File: src/rtl/oc8051_pt_loader_pkg.sv
// Shared types and constants for the 8051 page-table loader.
// State encoding, page-table bank bases and a small bank helper.
package oc8051_pt_loader_pkg;

  typedef enum logic [2:0] {
    ST_IDLE   = 3'd0,
    ST_GRANT  = 3'd1,
    ST_READ   = 3'd2,
    ST_WRITE  = 3'd3,
    ST_VERIFY = 3'd4,
    ST_DONE   = 3'd5
  } ld_state_e;

  localparam logic [15:0] PT_WR_BASE = 16'hff80;
  localparam logic [15:0] PT_RD_BASE = 16'hffa0;

  // True when an address falls in the read-enable bank (ffa0..ffbf).
  function automatic logic pt_in_rd_bank(input logic [15:0] addr);
    return (addr >= PT_RD_BASE) && (addr < (PT_RD_BASE + 16'd32));
  endfunction

endpackage

File: src/rtl/oc8051_pt_bus_mux.sv
// Page-table port select between the CPU and the loader.
// cpu_sel routes the CPU onto pt_*; cpu_ack_en lets the page-table ack reach the CPU.
module oc8051_pt_bus_mux (
  input  logic        cpu_sel,
  input  logic        cpu_ack_en,
  input  logic        cpu_stb,
  input  logic        cpu_wr,
  input  logic [15:0] cpu_addr,
  input  logic [7:0]  cpu_data,
  input  logic        cpu_priv,
  input  logic        ld_stb,
  input  logic        ld_wr,
  input  logic [15:0] ld_addr,
  input  logic [7:0]  ld_wdata,
  input  logic        ld_priv,
  input  logic        pt_ack,
  output logic        cpu_ack,
  output logic        pt_stb,
  output logic        pt_wr,
  output logic [15:0] pt_addr,
  output logic [7:0]  pt_wdata,
  output logic        pt_priv
);

  always_comb begin
    pt_stb   = ld_stb;
    pt_wr    = ld_wr;
    pt_addr  = ld_addr;
    pt_wdata = ld_wdata;
    pt_priv  = ld_priv;
    if (cpu_sel) begin
      pt_stb   = cpu_stb;
      pt_wr    = cpu_wr;
      pt_addr  = cpu_addr;
      pt_wdata = cpu_data;
      pt_priv  = cpu_priv;
    end
    cpu_ack = cpu_ack_en & pt_ack;
  end

endmodule

File: src/rtl/oc8051_pt_loader.sv
// Loads the page-table permission image from a source bus and arbitrates the page-table port.
// Optional readback check after each write: define OC8051_PT_LOADER_VERIFY_EN.
//
// state  | meaning
// IDLE   | CPU owns the page table; waiting for start
// GRANT  | let an in-flight CPU transfer finish before taking the port
// READ   | fetch image byte idx from the source bus
// WRITE  | privileged write of the captured byte to PT_BASE+idx
// VERIFY | privileged readback of PT_BASE+idx (optional build)
// DONE   | one-cycle done pulse, then back to IDLE
module oc8051_pt_loader
  import oc8051_pt_loader_pkg::*;
#(
  parameter logic [15:0] PT_BASE  = PT_WR_BASE,
  parameter int          PT_BYTES = 64,
  parameter int          TMO_CYC  = 255
) (
  input  logic        clk,
  input  logic        rst,
  input  logic        start,
  input  logic [15:0] img_base,
  output logic        busy,
  output logic        done,
  output logic        err,
  output logic        src_stb,
  output logic [15:0] src_addr,
  input  logic [7:0]  src_data,
  input  logic        src_ack,
  input  logic        cpu_stb,
  input  logic        cpu_wr,
  input  logic [15:0] cpu_addr,
  input  logic [7:0]  cpu_data,
  input  logic        cpu_priv,
  output logic        cpu_ack,
  output logic        pt_stb,
  output logic        pt_wr,
  output logic [15:0] pt_addr,
  output logic [7:0]  pt_wdata,
  output logic        pt_priv,
  input  logic [7:0]  pt_rdata,
  input  logic        pt_ack
);

  localparam int IW = (PT_BYTES > 1) ? $clog2(PT_BYTES) : 1;
  localparam int TW = $clog2(TMO_CYC + 1);
  localparam logic [IW-1:0] IDX_LAST = IW'(PT_BYTES - 1);
  localparam logic [TW-1:0] TMO_LAST = TW'(TMO_CYC - 1);

  ld_state_e   state, state_nxt;
  logic [15:0] img_base_q;
  logic [IW-1:0] idx;
  logic [7:0]  byte_q;
  logic [TW-1:0] tmo_cnt;

  logic        accept, cap_byte, idx_inc, advance, abort, set_err, waiting;
  logic        cpu_sel, cpu_ack_en;
  logic        ld_stb, ld_wr, ld_priv;
  logic [15:0] ld_addr;
  logic        tmo_hit;

  assign tmo_hit = (tmo_cnt == TMO_LAST);
  assign ld_addr = PT_BASE + 16'(idx);
  assign busy    = (state != ST_IDLE);
  assign done    = (state == ST_DONE);

`ifndef OC8051_PT_LOADER_VERIFY_EN
  // Readback data is only consumed by the verify build.
  logic unused_rdata;
  assign unused_rdata = ^pt_rdata;
`endif

  always_comb begin
    state_nxt  = state;
    accept     = 1'b0;
    cap_byte   = 1'b0;
    idx_inc    = 1'b0;
    advance    = 1'b0;
    abort      = 1'b0;
    set_err    = 1'b0;
    waiting    = 1'b0;
    cpu_sel    = 1'b0;
    cpu_ack_en = 1'b0;
    ld_stb     = 1'b0;
    ld_wr      = 1'b0;
    ld_priv    = 1'b0;
    src_stb    = 1'b0;
    src_addr   = 16'h0000;

    case (state)
      ST_IDLE: begin
        cpu_sel    = 1'b1;
        cpu_ack_en = 1'b1;
        if (start) begin
          accept    = 1'b1;
          state_nxt = ST_GRANT;
        end
      end
      ST_GRANT: begin
        // The CPU keeps the port only for the transfer already on the bus.
        cpu_sel = 1'b1;
        if (cpu_stb) begin
          waiting = 1'b1;
          if (pt_ack)       state_nxt = ST_READ;
          else if (tmo_hit) abort     = 1'b1;
        end else begin
          state_nxt = ST_READ;
        end
      end
      ST_READ: begin
        src_stb  = 1'b1;
        src_addr = img_base_q + 16'(idx);
        waiting  = 1'b1;
        if (src_ack) begin
          cap_byte  = 1'b1;
          state_nxt = ST_WRITE;
        end else if (tmo_hit) begin
          abort = 1'b1;
        end
      end
      ST_WRITE: begin
        ld_stb  = 1'b1;
        ld_wr   = 1'b1;
        ld_priv = 1'b1;
        waiting = 1'b1;
        if (pt_ack) begin
`ifdef OC8051_PT_LOADER_VERIFY_EN
          state_nxt = ST_VERIFY;
`else
          advance = 1'b1;
`endif
        end else if (tmo_hit) begin
          abort = 1'b1;
        end
      end
`ifdef OC8051_PT_LOADER_VERIFY_EN
      ST_VERIFY: begin
        ld_stb  = 1'b1;
        ld_priv = 1'b1;
        waiting = 1'b1;
        if (pt_ack) begin
          if (pt_rdata != byte_q) begin
            set_err   = 1'b1;
            state_nxt = ST_DONE;
          end else begin
            advance = 1'b1;
          end
        end else if (tmo_hit) begin
          abort = 1'b1;
        end
      end
`endif
      ST_DONE: state_nxt = ST_IDLE;
      default: state_nxt = ST_IDLE;
    endcase

    if (advance) begin
      if (idx == IDX_LAST) begin
        state_nxt = ST_DONE;
      end else begin
        idx_inc   = 1'b1;
        state_nxt = ST_READ;
      end
    end
    if (abort) state_nxt = ST_DONE;
  end

  always_ff @(posedge clk or negedge rst) begin
    if (!rst) begin
      state      <= ST_IDLE;
      img_base_q <= 16'h0000;
      idx        <= '0;
      byte_q     <= 8'h00;
      err        <= 1'b0;
      tmo_cnt    <= '0;
    end else begin
      state <= state_nxt;
      if (accept) begin
        img_base_q <= img_base;
        idx        <= '0;
        err        <= 1'b0;
      end
      if (idx_inc)           idx    <= idx + 1'b1;
      if (cap_byte)          byte_q <= src_data;
      if (abort || set_err)  err    <= 1'b1;
      // Each new wait starts its own timeout window.
      if (state_nxt != state) tmo_cnt <= '0;
      else if (waiting)       tmo_cnt <= tmo_cnt + 1'b1;
    end
  end

  oc8051_pt_bus_mux u_mux (
    .cpu_sel    (cpu_sel),
    .cpu_ack_en (cpu_ack_en),
    .cpu_stb    (cpu_stb),
    .cpu_wr     (cpu_wr),
    .cpu_addr   (cpu_addr),
    .cpu_data   (cpu_data),
    .cpu_priv   (cpu_priv),
    .ld_stb     (ld_stb),
    .ld_wr      (ld_wr),
    .ld_addr    (ld_addr),
    .ld_wdata   (byte_q),
    .ld_priv    (ld_priv),
    .pt_ack     (pt_ack),
    .cpu_ack    (cpu_ack),
    .pt_stb     (pt_stb),
    .pt_wr      (pt_wr),
    .pt_addr    (pt_addr),
    .pt_wdata   (pt_wdata),
    .pt_priv    (pt_priv)
  );

endmodule

File: config.mk
export PLATFORM = sky130hd
export DESIGN_NAME = oc8051_pt_loader
export DESIGN_NICKNAME = d
export VERILOG_FILES = /design/src/rtl/oc8051_pt_loader_pkg.sv /design/src/rtl/oc8051_pt_bus_mux.sv /design/src/rtl/oc8051_pt_loader.sv
export SDC_FILE = /design/constraint.sdc
export NUM_CORES = 1
export LEC_CHECK = 0
export CORE_AREA = 2 2 79 81
export CTS_BUF_LIST = sky130_fd_sc_hd__clkbuf_4
export DETAILED_ROUTE_END_ITERATION = 10
export DIE_AREA = 0 0 81 83
export PLACE_DENSITY = 0.85
export SLEW_MARGIN = 30
export SYNTH_ARGS = -nofsm -noshare
export SYNTH_HDL_FRONTEND = slang
export SYNTH_SLANG_ARGS = --single-unit
File: constraint.sdc
create_clock -name clk -period 5.3 [get_ports clk]
set_clock_uncertainty 0.15 [all_clocks]
set_input_delay 1.06 -clock clk [delete_from_list [all_inputs] [get_ports clk]]
set_output_delay 1.06 -clock clk [all_outputs]
set_load 0.05 [all_outputs]
# Word level (Yosys, flattened, before mapping)
# Index checks and enable logic that the tools add are counted.
word_totals:
  ff_bits: 42
  latch_bits: 0
  ramBits: 0
  romBits: 0
  inputBits: 64
  output_inout_bits: 48
  wordCells: 64
  mem_count: 0
op_classes:
  add_sub_neg: 4
  n_mul: 0
  div: 0
  magnitude_cmp: 0
  eq_ne: 7
  shifts: 0
  muxes: 39
  bitwise: 1
  n_reduce_logical: 7
op_table:
  columns: ["cell", "count"]
  rows:
  - ["16-bit two-way mux", 2]
  - ["8-bit two-way mux", 3]
  - ["1-bit two-way mux", 22]
  - ["3-bit two-way mux", 7]
  - ["16-bit by 6-bit adder with 16-bit output", 1]
  - ["6-bit two-way mux", 2]
  - ["3-bit one-hot mux with 4 select lines", 1]
  - ["8-bit by 7-bit adder with 9-bit output, first input constant", 1]
  - ["8-bit by 1-bit adder with 8-bit output, second input constant", 1]
  - ["8-bit == test, second input constant", 1]
  - ["6-bit by 1-bit adder with 6-bit output, second input constant", 1]
  - ["3-bit by 2-bit == test with 1-bit output, second input constant", 2]
  - ["6-bit == test, second input constant", 1]
  - ["2-bit nonzero test", 3]
  - ["2-bit OR reduction", 2]
  - ["3-bit by 1-bit == test with 1-bit output, second input constant", 1]
  - ["3-bit == test, second input constant", 1]
  - ["3-bit zero test", 1]
  - ["3-bit inequality test", 1]
  - ["1-bit one-hot mux with 3 select lines", 1]
  - ["3-bit nonzero test", 1]
  - ["1-bit one-hot mux with 2 select lines", 1]
  - ["1-bit AND", 1]

# Logic depth before layout (Yosys ltp)
# Gate-level depths: netlist of the first run.
logic_depth:
  word_depth: 8
  ltp_mapped: 8
  ltp_nobuf: 8

# Hierarchy
# A second synthesis of the first run with hierarchy kept.
unflattened:
  cells_unflattened: 303
  hier_area_um2: 2887.8
modules_own_cells:
  columns: ["module", "n_inst", "cells_each", "area_each_um2", "seq_area_each_um2"]
  rows:
  - ["oc8051_pt_loader", 1, 272, 2451.1, 1051.0]
  - ["oc8051_pt_bus_mux", 1, 31, 436.7, 0.0]

# Least setup slack after synthesis of the first run
# No wires, ideal clock.
synth_timing:
  path_type: "flip-flop to output port"
  start: "register idx[0]"
  end: "output src_addr[6]"
  arrival_ns: 2.543
  t_required_ns: 4.090
  path_slack_ns: 1.547
  path_stages_with_launch: 9
  n_path_buf: 0
  cell_sequence: "dfrtp_1 > ha_1 > inv_1 > fa_1 > nor2b_1 > o31ai_2 > nand2b_1 > a211oi_1 > nor3_1"
synth_between:
  elab_chain_len: 2
synth_rtl:
  columns: ["element", "line_no", "rtl"]
  rows:
  - ["start: declaration", "oc8051_pt_loader.sv:51", "logic [IW-1:0] idx;"]
  - ["start signal: assignment", "oc8051_pt_loader.sv:182", "if (idx_inc) idx <= idx + 1'b1;"]
  - ["16-bit by 6-bit adder with 16-bit output", "oc8051_pt_loader.sv:111", "src_addr = img_base_q + 16'(idx);"]
  - ["16-bit two-way mux", "oc8051_pt_loader.sv:89", "case (state)"]
  - ["end: declaration", "oc8051_pt_loader.sv:26", "output logic [15:0] src_addr,"]
# Every way passes these cells.

# Worst setup path after layout of the first run
layout_timing:
  start: "register idx[0]"
  end: "output src_addr[14]"
# Same word-level chain as after synthesis.

==> reports/results.tsv, run 1 <==
metric	value	unit
outcome	finished, final reports clean	
syn nets	355	
cell class contributing the biggest share of worst-path delay	buffers and inverters	
area grow syn2layout	41.1	%
Post-DP HPWL	5.12	mm
worst r2r src	state[1]	
DIE AREA	6720	sq um
clk_lat worst skew	350	ps
CTS Sinks	42	
largest net degree at the start of global routing	43	
gr usage total	0.207	
Setup CP Type	reg -> out	
Hold-fix buffers, CTS	0	
routed len/inst	14.6	um
clock slew at reported path FFs	120	ps
mux cell area share after synthesis	0.140	
share of layout cells above drive strength 1	0.139	
WHS Endpoint	byte_q[5]	
largest family of logic cells by synthesized area	simple AND/OR/NAND/NOR gates	
CP Max Fanout	8	
initial DRC count	83	
DR vias	2471	
Max Cap Viol	0	
crit share post-route	0.859	
Die X	81	um
maximum VDD drop	0.000247	V
initial core utilization	0.468	
Mapped Cells	281	
final net count	454	
final WL	6.63	mm
CP Capture Type	output pin	
PostCTS Resize Cnt	0	
crit-path max cell delay	830	ps
slowest cell on the critical path	clkdlybuf4s50_1	
row cnt	28	
Final Hold Viols	0	
post-CTS setup buffers	0	
PortBufs	103	
post-synth cell types	47	
Worst Hold Class	reg -> reg	
Mean Syn Cell Area	9.68	sq um
adder-cell share of the synthesized area	0.0488	
max_slew headroom	0.478	
register area share after synthesis	0.387	
CP Buf/Inv Count	2	
# setup viols final	0	
Post-Synth Simple-Gate Area	0.198	
core area	5820	sq um
Inserted Clock Buffers	5	
wire length of the first global-routing pass	11.2	mm
antenna viol nets, final	0	
reg2reg path depth	3	
complex-gate fraction of the synthesized area	0.137	
unrepaired setup endpoints after global routing	no	
xor and xnor fraction of the mapped netlist area	0.0515	
Pwr Density	375	nW/um^2
Post-synth ARST share	1.00	
DR pass1 iterations	4	
r2r endpoint	img_base_q[10]	
r2r setup slk	2990	ps
CP Launch Type	flop	
most common cell after layout, fill and taps aside	clkdlybuf4s50_1	
Hold Path Origin	byte_q[5]	
Die Y-Extent	83	um
CTS tree	done	
final core occ	0.660	
htree depth	2	
setup TNS	0	ps
Synth Register Bits	42	
DRC viols	0	
Yosys top cell area share	0.387	
commonest non-fill, non-tap cells in the layout	102 x clkdlybuf4s50_1, 42 x dfrtp_1, 33 x mux2_2	
slew of the pin with the lowest slew margin	783	ps
Crit path arrival time	3340	ps
post-synthesis cell area	2720	sq um
GR Overflow Total	0	
fmax	0.220	GHz
routability cong.	0.766	
initial antenna violation count	0	
Max Slew Vio Count	0	
crit path time final	4550	ps
largest area contributor in the netlist	dfrtp_1	
Max Buffers Root-to-Sink	2	
vias in the first global route	2504	
Warnings, synthesis	0	
Hold Crit Depth	1	
WP data required	4090	ps
top_reg_cell synth	dfrtp_1	
Area contributors post-synth	dfrtp_1 39%, mux2_2 14%, ha_1 4.1%	
Ports	112	
routed vias/inst	5.43	
Diodes inserted	0	
crit-path cells	ha_1 -> inv_1 -> fa_1 -> nor2b_1 -> o31ai_2 -> a211oi_1 -> xnor2_1 -> nor2_1 -> clkdlybuf4s50_1	
Pleak	1.56	nW
root buf cell	clkbuf_4	
Post-synth EDFFs	0	
-- layer usage --
layer,wire (um),vias up,GRT usage
met5,0,-,0
met1,2850,1177,0.258
met3,451,4,0.0543
li1,-,1200,-
met4,53,0,0.0493
met2,3280,90,0.354
-- cells by family (layout without fill, tap and decap cells) --
group           count (synthesis)  count (layout)
flops                          42              42
compound gates                 54              54
fa+ha+maj                      10              10
xor+xnor                       16              16
buf+inv                        23             122
simple gates                  102             102
mux                            34              34
-- worst max-delay path by stage --
stage           start            to  depth (start not counted)
2_1_floorplan  idx[0]   src_addr[6]                          8
3_3_place_gp   idx[0]  src_addr[14]                          9
3_5_place_dp   idx[0]  src_addr[14]                          9
4_1_cts        idx[0]  src_addr[14]                          9
5_1_grt        idx[0]  src_addr[14]                          9
6_report       idx[0]  src_addr[14]                          9
-- layout make-up --
cell class,instances,area (sq um)
multi-input combinational,216,1560
tap,75,93.8
sequential,42,1050
inverter,10,37.5
clock inverter,2,10.0
timing repair buffer,105,1040
fill,498,1980
clock buffer,5,37.5
-- synthesized netlist by cell type, types with 4 or more instances --
cell / instances
dfrtp_1: 42
mux2_2: 33
nor2_1: 29
nand2_1: 19
o21ai_0: 15
a21oi_1: 11
xor2_1: 11
inv_1: 10
or3_1: 10
ha_1: 9
nand3_1: 8
nand4_1: 8
a211oi_1: 6
and3_1: 6
clkbuf_1: 6
buf_2: 5
nand2b_1: 5
nor3_1: 5
xnor2_1: 5
nor2b_1: 4
-- per-stage QoR --
step / std cells / power, mW / hold WS, ps / worst slack (ps) / instance area [sq um]
after floorplan: 281 / 1.02 / 327 / 1550 / 2720
after global placement: 448 / 1.28 / 338 / 1250 / 3790
after detailed placement: 448 / 1.29 / 347 / 1120 / 3790
after CTS: 455 / 1.45 / 378 / 715 / 3830
after global routing: 455 / 1.53 / 396 / 558 / 3840
final: 455 / 1.44 / 371 / 746 / 3840
-- state kept, by name (all words and copies together), names as in the netlist --
register,count
img_base_q,16
byte_q,8
tmo_cnt,8
idx,6
state,3
err,1
-- report_power, final --
part	leakage, nW	total, mW	internal [mW]	switching [mW]
Clock	0.0308	0.150	0.0478	0.102
Combinational	1.00	0.807	0.321	0.486
Sequential	0.524	0.482	0.394	0.0881
No activity file was read; power rests on OpenSTA's default activity.
==> run 2, diff against run 1 <==
- CTS_BUF_LIST: sky130_fd_sc_hd__clkbuf_4 -> sky130_fd_sc_hd__clkbuf_8
==> run 2 against run 1 <==
Compared with the run above:
- critical path type unchanged
- sequential share of layout area shrank 0.22 points
- global-route usage rose by 0.34 points
- critical endpoint unchanged
- combinational power barely moved
- highest routed layer unchanged
- largest power group unchanged
==> reports/results.tsv, run 2 (synthesis gave the netlist of run 1 again) <==
metric	value	unit	change
maximum VDD drop	0.000297	V	+20%
CTS tree	done		
initial core utilization	0.468		unchanged
Final Instance Area	3870	sq um	+0.82%
Die Y-Extent	83	um	unchanged
Pwr Density	384	nW/um^2	+2.4%
largest registers	img_base_q: 16 flops, byte_q: 8 flops, tmo_cnt: 8 flops		
slew of the pin with the lowest slew margin	775	ps	-8.22 ps
CP Launch Type	flop		
share of layout cells above drive strength 1	0.139		unchanged
row cnt	28		unchanged
Crit path arrival time	3270	ps	-70 ps
post-CTS setup buffers	0		unchanged
root buf cell	clkbuf_8		
Max Cap Viol	0		unchanged
fillcell total	488		-2.0%
max_slew headroom	0.484		+0.00548
DIE AREA	6720	sq um	unchanged
final net count	454		unchanged
clock slew at reported path FFs	80	ps	-40 ps
Die X	81	um	unchanged
routed len/inst	14.7	um	+0.78%
dpl cell area	3790	sq um	unchanged
most common cell after layout, fill and taps aside	clkdlybuf4s50_1		
WP data required	4090	ps	about the same
PostCTS Resize Cnt	0		unchanged
wire length of the first global-routing pass	11.3	mm	+1.2%
core area	5820	sq um	unchanged
Setup CP Type	reg -> out		
area grow syn2layout	42.3	%	
Final Hold Viols	0		unchanged
commonest non-fill, non-tap cells in the layout	102 x clkdlybuf4s50_1, 42 x dfrtp_1, 33 x mux2_2		
Max Buffers Root-to-Sink	2		unchanged
Hold-fix buffers, CTS	0		unchanged
max reg flops	16		unchanged
PortBufs	103		unchanged
Worst Hold Class	reg -> reg		
initial DRC count	132		+59%
htree depth	2		unchanged
initial antenna violation count	0		unchanged
clk_lat worst skew	290	ps	-60 ps
routed vias/inst	5.45		+0.32%
CP Max Fanout	8		unchanged
setup TNS	0	ps	unchanged
CTS Sinks	42		unchanged
Inserted Clock Buffers	5		unchanged
antenna viol nets, final	0		unchanged
gr usage total	0.210		+0.00337
GR Overflow Total	0		unchanged
unrepaired setup endpoints after global routing	no		
CP Capture Type	output pin		
Max Slew Vio Count	0		unchanged
fmax	0.223	GHz	+1.7%
crit share post-route	0.845		-0.0141
final WL	6.69	mm	+0.78%
Diodes inserted	0		unchanged
DRC viols	0		unchanged
vias in the first global route	2520		+0.64%
Post-DP HPWL	5.12	mm	unchanged
# setup viols final	0		unchanged
Biggest register	img_base_q		
DR pass1 iterations	4		unchanged
Ports	112		unchanged
outcome	finished, final reports clean		
largest net degree at the start of global routing	43		unchanged
DR vias	2479		+0.32%
Pleak	1.57	nW	+0.83%
crit path time final	4480	ps	-75.0 ps
routability cong.	0.766		unchanged
==> run 2: final timing paths <==
path / start / end / slack (ps) / cells past startpoint
min reg2reg: byte_q[5] / byte_q[5] / 360 / 1
min: byte_q[5] / byte_q[5] / 360 / 1
max in group asynchronous: rst / idx[4] / 4050 / 1
max: idx[0] / src_addr[14] / 820 / 9
min in group asynchronous: rst / img_base_q[13] / 590 / 1
max reg2reg: state[1] / img_base_q[10] / 3010 / 3
==> run 2: cell type report <==
class                   instances  area [sq um]  share of cell area
multi-input cells             216          1560               0.404
clock buffers                   5          68.8              0.0178
clock inverters                 2          10.0             0.00259
well taps                      75          93.8              0.0243
repair buffers                105          1040               0.270
flip-flops and latches         42          1050               0.272
inverters                      10          37.5             0.00970
==> run 2: metrics by stage <==
stage	power (mW)	hold WS (ps)	utilization	setup slack, ps	instances
finish	1.49	359	0.665	821	455
global route	1.58	384	0.665	647	455
CTS	1.50	368	0.665	796	455
detailed placement	1.29	347	0.651	1120	448
global placement	1.28	338	0.651	1250	448
floorplan	1.02	327	-	1550	281
==> run 2: worst max-delay path: stages, from the launching register on <==
cell,delay (ps)
dfrtp_1,530
ha_1,250
inv_1,60
fa_1,370
nor2b_1,260
o31ai_2,160
a211oi_1,300
xnor2_1,100
nor2_1,100
clkdlybuf4s50_1,830
==> run 2: routing by layer <==
metal,global-route usage,wire length (um),vias up
met5,0,0,-
met4,0.0524,75,0
met3,0.0598,522,8
met2,0.358,3300,102
met1,0.260,2790,1171
li1,-,-,1198
==> run 2: power breakdown <==
group | switching, mW | internal [mW] | total (mW)
sequential | 0.0883 | 0.394 | 0.482
clock | 0.107 | 0.0885 | 0.195
combinational | 0.487 | 0.321 | 0.808
total | 0.681 | 0.804 | 1.49
